`src/rtl/ext_bus_arbiter_pkg.sv`:
```
// Shared types and constants for the external memory bus arbiter.
// State encodings, default timing parameters and the wait-counter sizing rule.
package ext_bus_arbiter_pkg;

  localparam int DEFAULT_WAIT_STATES = 2;
  localparam int DEFAULT_ADDR_W      = 16;

  typedef enum logic [1:0] {
    ST_IDLE     = 2'd0,
    ST_CPU_ACC  = 2'd1,
    ST_DMA_ACC  = 2'd2,
    ST_CPU_HOLD = 2'd3
  } state_t;

  // The counter only ever holds 0..WAIT_STATES, loaded at grant.
  function automatic int cnt_width(input int wait_states);
    return (wait_states < 1) ? 1 : $clog2(wait_states + 1);
  endfunction

endpackage

```
`src/rtl/ext_bus_arbiter_if.sv`:
```
// CPU strobes, DMA port and external memory bus as one bundle.
// master = requesters plus memory side, slave = the arbiter.
interface ext_bus_arbiter_if #(
  parameter int ADDR_W = ext_bus_arbiter_pkg::DEFAULT_ADDR_W
);

  logic              cpu_n_mreq;
  logic              cpu_n_rd;
  logic              cpu_n_wr;
  logic [ADDR_W-1:0] cpu_addr;
  logic [7:0]        cpu_wdata;
  logic [7:0]        cpu_rdata;
  logic              cpu_n_wait;

  logic              dma_req;
  logic              dma_we;
  logic [ADDR_W-1:0] dma_addr;
  logic [7:0]        dma_wdata;
  logic [7:0]        dma_rdata;
  logic              dma_ack;

  logic [ADDR_W-1:0] ext_addr;
  logic [7:0]        ext_dout;
  logic              ext_dout_en;
  logic [7:0]        ext_din;
  logic              ext_n_mreq;
  logic              ext_n_rd;
  logic              ext_n_wr;

  modport master (
    output cpu_n_mreq, cpu_n_rd, cpu_n_wr, cpu_addr, cpu_wdata,
    input  cpu_rdata, cpu_n_wait,
    output dma_req, dma_we, dma_addr, dma_wdata,
    input  dma_rdata, dma_ack,
    input  ext_addr, ext_dout, ext_dout_en, ext_n_mreq, ext_n_rd, ext_n_wr,
    output ext_din
  );

  modport slave (
    input  cpu_n_mreq, cpu_n_rd, cpu_n_wr, cpu_addr, cpu_wdata,
    output cpu_rdata, cpu_n_wait,
    input  dma_req, dma_we, dma_addr, dma_wdata,
    output dma_rdata, dma_ack,
    output ext_addr, ext_dout, ext_dout_en, ext_n_mreq, ext_n_rd, ext_n_wr,
    input  ext_din
  );

endinterface

```
`src/rtl/ext_bus_arbiter.sv`:
```
// Round-robin arbiter of CPU and DMA onto one external bus; strobes last WAIT_STATES+1 cycles,
// read data / dma_ack appear WAIT_STATES+2 cycles after the request; the CPU is stalled via cpu_n_wait.
module ext_bus_arbiter
  import ext_bus_arbiter_pkg::*;
#(
  parameter int WAIT_STATES = DEFAULT_WAIT_STATES,
  parameter int ADDR_W      = DEFAULT_ADDR_W
) (
  input logic              clk,
  input logic              n_reset,
  ext_bus_arbiter_if.slave bus
);

  localparam int               CNT_W    = cnt_width(WAIT_STATES);
  localparam logic [CNT_W-1:0] CNT_LOAD = CNT_W'(WAIT_STATES);

  state_t            state_q, state_d;
  logic [CNT_W-1:0]  cnt_q, cnt_d;
  logic              last_dma_q, last_dma_d;
  logic [ADDR_W-1:0] ext_addr_q, ext_addr_d;
  logic [7:0]        ext_dout_q, ext_dout_d;
  logic              ext_dout_en_q, ext_dout_en_d;
  logic              ext_n_mreq_q, ext_n_mreq_d;
  logic              ext_n_rd_q, ext_n_rd_d;
  logic              ext_n_wr_q, ext_n_wr_d;
  logic [7:0]        cpu_rdata_q, cpu_rdata_d;
  logic [7:0]        dma_rdata_q, dma_rdata_d;
  logic              dma_ack_q, dma_ack_d;

  logic cpu_req;
  logic grant_cpu;
  logic grant_dma;
  logic sel_wr;
  logic cnt_zero;

  // Both strobes low or both high is a malformed cycle, not a request.
  assign cpu_req   = !bus.cpu_n_mreq && (bus.cpu_n_rd != bus.cpu_n_wr);
  assign grant_cpu = cpu_req && (!bus.dma_req || last_dma_q);
  assign grant_dma = bus.dma_req && (!cpu_req || !last_dma_q);
  assign sel_wr    = grant_cpu ? !bus.cpu_n_wr : bus.dma_we;
  assign cnt_zero  = (cnt_q == '0);

  always_ff @(posedge clk) begin
    if (!n_reset) begin
      state_q       <= ST_IDLE;
      cnt_q         <= '0;
      last_dma_q    <= 1'b1;
      ext_addr_q    <= '0;
      ext_dout_q    <= '0;
      ext_dout_en_q <= 1'b0;
      ext_n_mreq_q  <= 1'b1;
      ext_n_rd_q    <= 1'b1;
      ext_n_wr_q    <= 1'b1;
      cpu_rdata_q   <= '0;
      dma_rdata_q   <= '0;
      dma_ack_q     <= 1'b0;
    end else begin
      state_q       <= state_d;
      cnt_q         <= cnt_d;
      last_dma_q    <= last_dma_d;
      ext_addr_q    <= ext_addr_d;
      ext_dout_q    <= ext_dout_d;
      ext_dout_en_q <= ext_dout_en_d;
      ext_n_mreq_q  <= ext_n_mreq_d;
      ext_n_rd_q    <= ext_n_rd_d;
      ext_n_wr_q    <= ext_n_wr_d;
      cpu_rdata_q   <= cpu_rdata_d;
      dma_rdata_q   <= dma_rdata_d;
      dma_ack_q     <= dma_ack_d;
    end
  end

  always_comb begin
    state_d = state_q;
    case (state_q)
      ST_IDLE: begin
        if (grant_cpu) begin
          state_d = ST_CPU_ACC;
        end else if (grant_dma) begin
          state_d = ST_DMA_ACC;
        end
      end
      ST_CPU_ACC:  if (cnt_zero) state_d = ST_CPU_HOLD;
      ST_DMA_ACC:  if (cnt_zero) state_d = ST_IDLE;
      ST_CPU_HOLD: if (bus.cpu_n_mreq) state_d = ST_IDLE;
      default:     state_d = ST_IDLE;
    endcase
  end

  always_comb begin
    cnt_d         = cnt_q;
    last_dma_d    = last_dma_q;
    ext_addr_d    = ext_addr_q;
    ext_dout_d    = ext_dout_q;
    ext_dout_en_d = ext_dout_en_q;
    ext_n_mreq_d  = ext_n_mreq_q;
    ext_n_rd_d    = ext_n_rd_q;
    ext_n_wr_d    = ext_n_wr_q;
    cpu_rdata_d   = cpu_rdata_q;
    dma_rdata_d   = dma_rdata_q;
    dma_ack_d     = 1'b0;
    case (state_q)
      ST_IDLE: begin
        if (grant_cpu || grant_dma) begin
          ext_addr_d    = grant_cpu ? bus.cpu_addr : bus.dma_addr;
          ext_n_mreq_d  = 1'b0;
          ext_n_rd_d    = sel_wr;
          ext_n_wr_d    = !sel_wr;
          ext_dout_en_d = sel_wr;
          if (sel_wr) begin
            ext_dout_d = grant_cpu ? bus.cpu_wdata : bus.dma_wdata;
          end
          cnt_d      = CNT_LOAD;
          last_dma_d = grant_dma;
        end
      end
      ST_CPU_ACC, ST_DMA_ACC: begin
        // Last strobe cycle: the memory is still driving ext_din at this edge.
        if (cnt_zero) begin
          ext_n_mreq_d  = 1'b1;
          ext_n_rd_d    = 1'b1;
          ext_n_wr_d    = 1'b1;
          ext_dout_en_d = 1'b0;
          if (!ext_n_rd_q) begin
            if (state_q == ST_CPU_ACC) begin
              cpu_rdata_d = bus.ext_din;
            end else begin
              dma_rdata_d = bus.ext_din;
            end
          end
          if (state_q == ST_DMA_ACC) begin
            dma_ack_d = 1'b1;
          end
        end else begin
          cnt_d = cnt_q - CNT_W'(1);
        end
      end
      default: ;
    endcase
  end

  assign bus.cpu_n_wait  = !n_reset ? 1'b1 : !(cpu_req && (state_q != ST_CPU_HOLD));
  assign bus.cpu_rdata   = cpu_rdata_q;
  assign bus.dma_rdata   = dma_rdata_q;
  assign bus.dma_ack     = dma_ack_q;
  assign bus.ext_addr    = ext_addr_q;
  assign bus.ext_dout    = ext_dout_q;
  assign bus.ext_dout_en = ext_dout_en_q;
  assign bus.ext_n_mreq  = ext_n_mreq_q;
  assign bus.ext_n_rd    = ext_n_rd_q;
  assign bus.ext_n_wr    = ext_n_wr_q;

endmodule

```
`src/flat_wrapper.sv`:
```
// flat-port wrapper written by rule: the top's interface ports become plain ports
module ext_bus_arbiter_flat import ext_bus_arbiter_pkg::*;
#(
  parameter int WAIT_STATES = DEFAULT_WAIT_STATES,
  parameter int ADDR_W      = DEFAULT_ADDR_W
)
  (clk, n_reset, bus_cpu_n_mreq, bus_cpu_n_rd, bus_cpu_n_wr, bus_cpu_addr, bus_cpu_wdata, bus_cpu_rdata, bus_cpu_n_wait, bus_dma_req, bus_dma_we, bus_dma_addr, bus_dma_wdata, bus_dma_rdata, bus_dma_ack, bus_ext_addr, bus_ext_dout, bus_ext_dout_en, bus_ext_n_mreq, bus_ext_n_rd, bus_ext_n_wr, bus_ext_din);
  ext_bus_arbiter_if #(.ADDR_W(ADDR_W)) bus_i ();
  input logic clk;
  input logic n_reset;
  input wire logic [$bits(bus_i.cpu_n_mreq)-1:0] bus_cpu_n_mreq;
  input wire logic [$bits(bus_i.cpu_n_rd)-1:0] bus_cpu_n_rd;
  input wire logic [$bits(bus_i.cpu_n_wr)-1:0] bus_cpu_n_wr;
  input wire logic [$bits(bus_i.cpu_addr)-1:0] bus_cpu_addr;
  input wire logic [$bits(bus_i.cpu_wdata)-1:0] bus_cpu_wdata;
  output wire logic [$bits(bus_i.cpu_rdata)-1:0] bus_cpu_rdata;
  output wire logic [$bits(bus_i.cpu_n_wait)-1:0] bus_cpu_n_wait;
  input wire logic [$bits(bus_i.dma_req)-1:0] bus_dma_req;
  input wire logic [$bits(bus_i.dma_we)-1:0] bus_dma_we;
  input wire logic [$bits(bus_i.dma_addr)-1:0] bus_dma_addr;
  input wire logic [$bits(bus_i.dma_wdata)-1:0] bus_dma_wdata;
  output wire logic [$bits(bus_i.dma_rdata)-1:0] bus_dma_rdata;
  output wire logic [$bits(bus_i.dma_ack)-1:0] bus_dma_ack;
  output wire logic [$bits(bus_i.ext_addr)-1:0] bus_ext_addr;
  output wire logic [$bits(bus_i.ext_dout)-1:0] bus_ext_dout;
  output wire logic [$bits(bus_i.ext_dout_en)-1:0] bus_ext_dout_en;
  output wire logic [$bits(bus_i.ext_n_mreq)-1:0] bus_ext_n_mreq;
  output wire logic [$bits(bus_i.ext_n_rd)-1:0] bus_ext_n_rd;
  output wire logic [$bits(bus_i.ext_n_wr)-1:0] bus_ext_n_wr;
  input wire logic [$bits(bus_i.ext_din)-1:0] bus_ext_din;
  assign bus_i.cpu_n_mreq = bus_cpu_n_mreq;
  assign bus_i.cpu_n_rd = bus_cpu_n_rd;
  assign bus_i.cpu_n_wr = bus_cpu_n_wr;
  assign bus_i.cpu_addr = bus_cpu_addr;
  assign bus_i.cpu_wdata = bus_cpu_wdata;
  assign bus_cpu_rdata = bus_i.cpu_rdata;
  assign bus_cpu_n_wait = bus_i.cpu_n_wait;
  assign bus_i.dma_req = bus_dma_req;
  assign bus_i.dma_we = bus_dma_we;
  assign bus_i.dma_addr = bus_dma_addr;
  assign bus_i.dma_wdata = bus_dma_wdata;
  assign bus_dma_rdata = bus_i.dma_rdata;
  assign bus_dma_ack = bus_i.dma_ack;
  assign bus_ext_addr = bus_i.ext_addr;
  assign bus_ext_dout = bus_i.ext_dout;
  assign bus_ext_dout_en = bus_i.ext_dout_en;
  assign bus_ext_n_mreq = bus_i.ext_n_mreq;
  assign bus_ext_n_rd = bus_i.ext_n_rd;
  assign bus_ext_n_wr = bus_i.ext_n_wr;
  assign bus_i.ext_din = bus_ext_din;
  ext_bus_arbiter #(.WAIT_STATES(WAIT_STATES), .ADDR_W(ADDR_W)) u_core (.clk(clk), .n_reset(n_reset), .bus(bus_i));
endmodule
```
`config.mk`:
```
export PLATFORM = sky130hd
export DESIGN_NAME = ext_bus_arbiter_flat
export DESIGN_NICKNAME = d
export VERILOG_FILES = /design/src/rtl/ext_bus_arbiter_pkg.sv /design/src/rtl/ext_bus_arbiter_if.sv /design/src/rtl/ext_bus_arbiter.sv /design/src/flat_wrapper.sv
export SDC_FILE = /design/constraint.sdc
export NUM_CORES = 1
export LEC_CHECK = 0
export CAP_MARGIN = 20
export CORE_MARGIN = 2
export CORE_UTILIZATION = 45
export CTS_CLUSTER_DIAMETER = 60
export DETAILED_ROUTE_END_ITERATION = 8
export PLACE_DENSITY = 0.82
export SYNTH_ARGS = -nofsm -noshare
export SYNTH_HDL_FRONTEND = slang
export SYNTH_SLANG_ARGS = --single-unit
```
`constraint.sdc`:
```
create_clock -name clk -period 4.05 [get_ports clk]
set_input_delay 0.81 -clock clk [delete_from_list [all_inputs] [get_ports clk]]
set_output_delay 0.81 -clock clk [all_outputs]
set_load 0.01 [all_outputs]
```
==> impl_metrics.json <==
{
  "cp_data_required_time_ps": 3240,
  "slew_headroom_pct": 32.22,
  "rsz0062_at_grt": "no",
  "ctsResizeCount": 0,
  "maxCapViolCount": 0,
  "synth_top_cell_by_area": "dfxtp_1",
  "clk_transition_reported_paths_ps": 90,
  "n_antenna_cell": 0,
  "first_pass_iters": 5,
  "synth_top_cells_by_area": "dfxtp_1, mux2i_1, a21oi_1, nand2_1, a211oi_1",
  "powerDensity_nw_per_um2": 459.7,
  "worstMarginPinSlew_ps": 1014,
  "syn2layout_area_growth_pct": 51.27,
  "hp-class": "flop to flop",
  "die_x_um": 77.28,
  "max_freq_mhz": 311.2,
  "crit_path_end_kind": "output pin",
  "boundaryPins": 109,
  "outcome": "finished clean",
  "postSynth.asyncResetShare_pct": 0,
  "drt.antenna.violating_nets": 0,
  "cts_hold_buf": 0,
  "comb_power_share_pct": 39.8,
  "synth_enable_flop_cells": 0,
  "syn_nets": 347,
  "power_frac_clock_pct": 22.0,
  "cp_max_fo": 2,
  "grt_max_degree": 44,
  "setup_violations": 0,
  "synth_area_per_cell_sq_um": 8.691,
  "ys_seq_area_share_pct": 41.43,
  "cpPeakStageDelay_ps": 510,
  "p_seq_share_pct": 38.2,
  "first_global_vias": 2302,
  "start_util_pct": 47.01,
  "yosys_register_bits": 50,
  "placementRows": 26,
  "crit_top_cell": "clkdlybuf4s50_1",
  "io_buffers": 108,
  "cp.arrival_ps": 2400,
  "cts_buffers": 5,
  "drv_slew": 0,
  "reg2reg_slack_ps": 1780,
  "dp_cells": 440,
  "sw_frac_of_total_pct": 32.69,
  "setup_tns_ps": 0,
  "peakVddDrop_mv": 0.2698,
  "synth_area_sq_um": 2416,
  "startpoint_type": "primary input",
  "fin_nets": 446,
  "internal_power_uw": 1131,
  "antenna_found_initial": 0,
  "die_h_um": 77.28,
  "vias": 2387,
  "drtIter0Drc": 96,
  "p_leak_uw": 0.001356,
  "final-instance-count-excl-fill": 448,
  "crit_family": "buffers and inverters",
  "die_area_sq_um": 5971,
  "dp_hpwl_um": 4857,
  "cp_cell_sequence": "clkdlybuf4s50_1 -> clkinv_1 -> or4_1 -> clkdlybuf4s50_1",
  "postCtsSetupBuffers": 0,
  "vias_per_cell": 5.328,
  "cts_buffer_depth": 2,
  "clkLatencyLatePin_ps": 300,
  "fin_crit_ps": 3213,
  "drc": 0,
  "skew_ps": 6.237,
  "yosys_warnings": 0,
  "clock-root-buffer": "clkbuf_8",
  "avgRoutedWirePerCell_um": 14.81,
  "period_share_pct": 79.33,
  "grt_usage_pct": 22.06,
  "clock-sinks": 50,
  "grt_first_pass_wirelength_um": 10850,
  "synth_top_area_share_pct": 41.43,
  "synth-main-ff-cell": "dfxtp_1",
  "wirelength_um": 6637,
  "core_area_sq_um": 5140,
  "syn-instance-count": 278,
  "grt_overflow": 0,
  "cts_tree": "built",
  "htreeDepth": 2,
  "layout-drive-gt1-share_pct": 4.497,
  "synth_cell_types": 42,
  "finalHoldViolations": 0,
  "totalPowerFinal_uw": 1680,
  "crit_path_top_delay_cell": "clkdlybuf4s50_1",
  "critPathKind": "primary input to output pin",
  "crit_buf_inv": 3,
  "p_switching_uw": 549.2,
  "gp_congestion": 0.7706
}
## power by group through the flow
stage	Combinational, uW	Sequential (uW)	Clock [uW]
global route	731	654	398
finish	669	641	369
floorplan	342	683	0
CTS	674	641	379
detailed placement	668	651	0
global placement	652	649	0
## final timing paths
| path | start | endpoint | depth (start not counted) |
|---|---|---|---|
| setup / recovery | n_reset | bus_cpu_n_wait | 4 |
| setup reg to reg | u_core.state_q[1]$_SDFFE_PN0P_ | u_core.bus.cpu_rdata[3]$_SDFFE_PN0P_ | 6 |
| hold reg to reg | u_core.bus.cpu_rdata[1]$_SDFFE_PN0P_ | u_core.bus.cpu_rdata[1]$_SDFFE_PN0P_ | 2 |
| hold / removal | u_core.bus.cpu_rdata[1]$_SDFFE_PN0P_ | u_core.bus.cpu_rdata[1]$_SDFFE_PN0P_ | 2 |
## Yosys cell counts, types with 4 or more instances
cell      number
a211oi_1      16
a21o_1         9
a21oi_1       35
buf_2          5
clkbuf_1      14
dfxtp_1       50
ha_1           6
inv_1          7
mux2i_1       26
nand2_1       45
nand4_1        8
nor2_1         4
o21ai_0        5
o31ai_1        9
## sequential cells by signal, indices dropped and copies added, names as in the netlist
name	cells
u_core.last_dma_q	1
u_core.bus.ext_n_rd	1
u_core.cnt_q	2
u_core.bus.dma_ack	1
u_core.state_q	2
u_core.bus.cpu_rdata	8
u_core.bus.dma_rdata	8
u_core.bus.ext_dout	8
u_core.bus.ext_dout_en	1
u_core.bus.ext_addr	16
u_core.bus.ext_n_mreq	1
u_core.bus.ext_n_wr	1
## metrics by stage
| step | worst slack, ps | hold WS [ps] | utilization [%] | instance area [sq um] |
|---|---|---|---|---|
| floorplan | 1415 | 477.3 | - | 2416 |
| global placement | 847.6 | 442.2 | 68.74 | 3533 |
| detailed placement | 850.8 | 446.6 | 68.74 | 3533 |
| CTS | 846.7 | 460.3 | 71.11 | 3655 |
| global route | 789.2 | 487.3 | 71.11 | 3655 |
| finish | 837.1 | 456.4 | 71.11 | 3655 |
## routing by layer
layer | GRT usage (%) | up-vias | wire, um
met5 | 0 | - | 0
met4 | 7.500 | 0 | 105
met3 | 3.412 | 9 | 333
met2 | 37.74 | 72 | 3298
met1 | 28.21 | 1108 | 2900
li1 | - | 1198 | -
## cell families (layout without fill, tap and decap cells)
family,Yosys count,after routing,share of synthesized area (%)
AND/OR/NAND/NOR,77,77,15.43
buffers and inverters,31,131,5.386
flip-flops,50,50,41.43
XOR/XNOR,2,2,0.7251
multiplexers,26,26,10.77
AO/OA/AOI/OAI,86,86,23.15
adder cells (fa/ha/maj),6,6,3.107
## final cells by class
type / instances / area (sq um)
clock buffers: 6 / 82.58
clock inverters: 2 / 38.79
fillers: 445 / 1485
inverters: 9 / 33.78
multi-input cells: 197 / 1285
flip-flops and latches: 50 / 1001
well taps: 70 / 87.58
repair buffers: 114 / 1126
## worst min-delay path: cells and delay by family (launching register included)
kind               cells  cell delay (ps)
and+or+nand+nor        1               50
AOI/OAI and AO/OA      1               50
DFF                    1              320
## layout by cell type, fill, tap and decap left out, types with 2 or more instances in the layout
cell type          n
or3_1              3
nand4_1            8
a21oi_1           35
mux2i_1           26
buf_4              6
o211ai_1           2
clkdlybuf4s50_1  108
ha_1               6
clkbuf_8           6
dfxtp_1           50
o21ai_0            5
nand2b_1           3
a21o_1             9
inv_1              7
nor2_1             4
nand2_1           45
a211oi_1          16
o31ai_1            9
o211a_1            2
nor2b_1            3
nor4_1             3
Power figures use the tool's default switching activity.
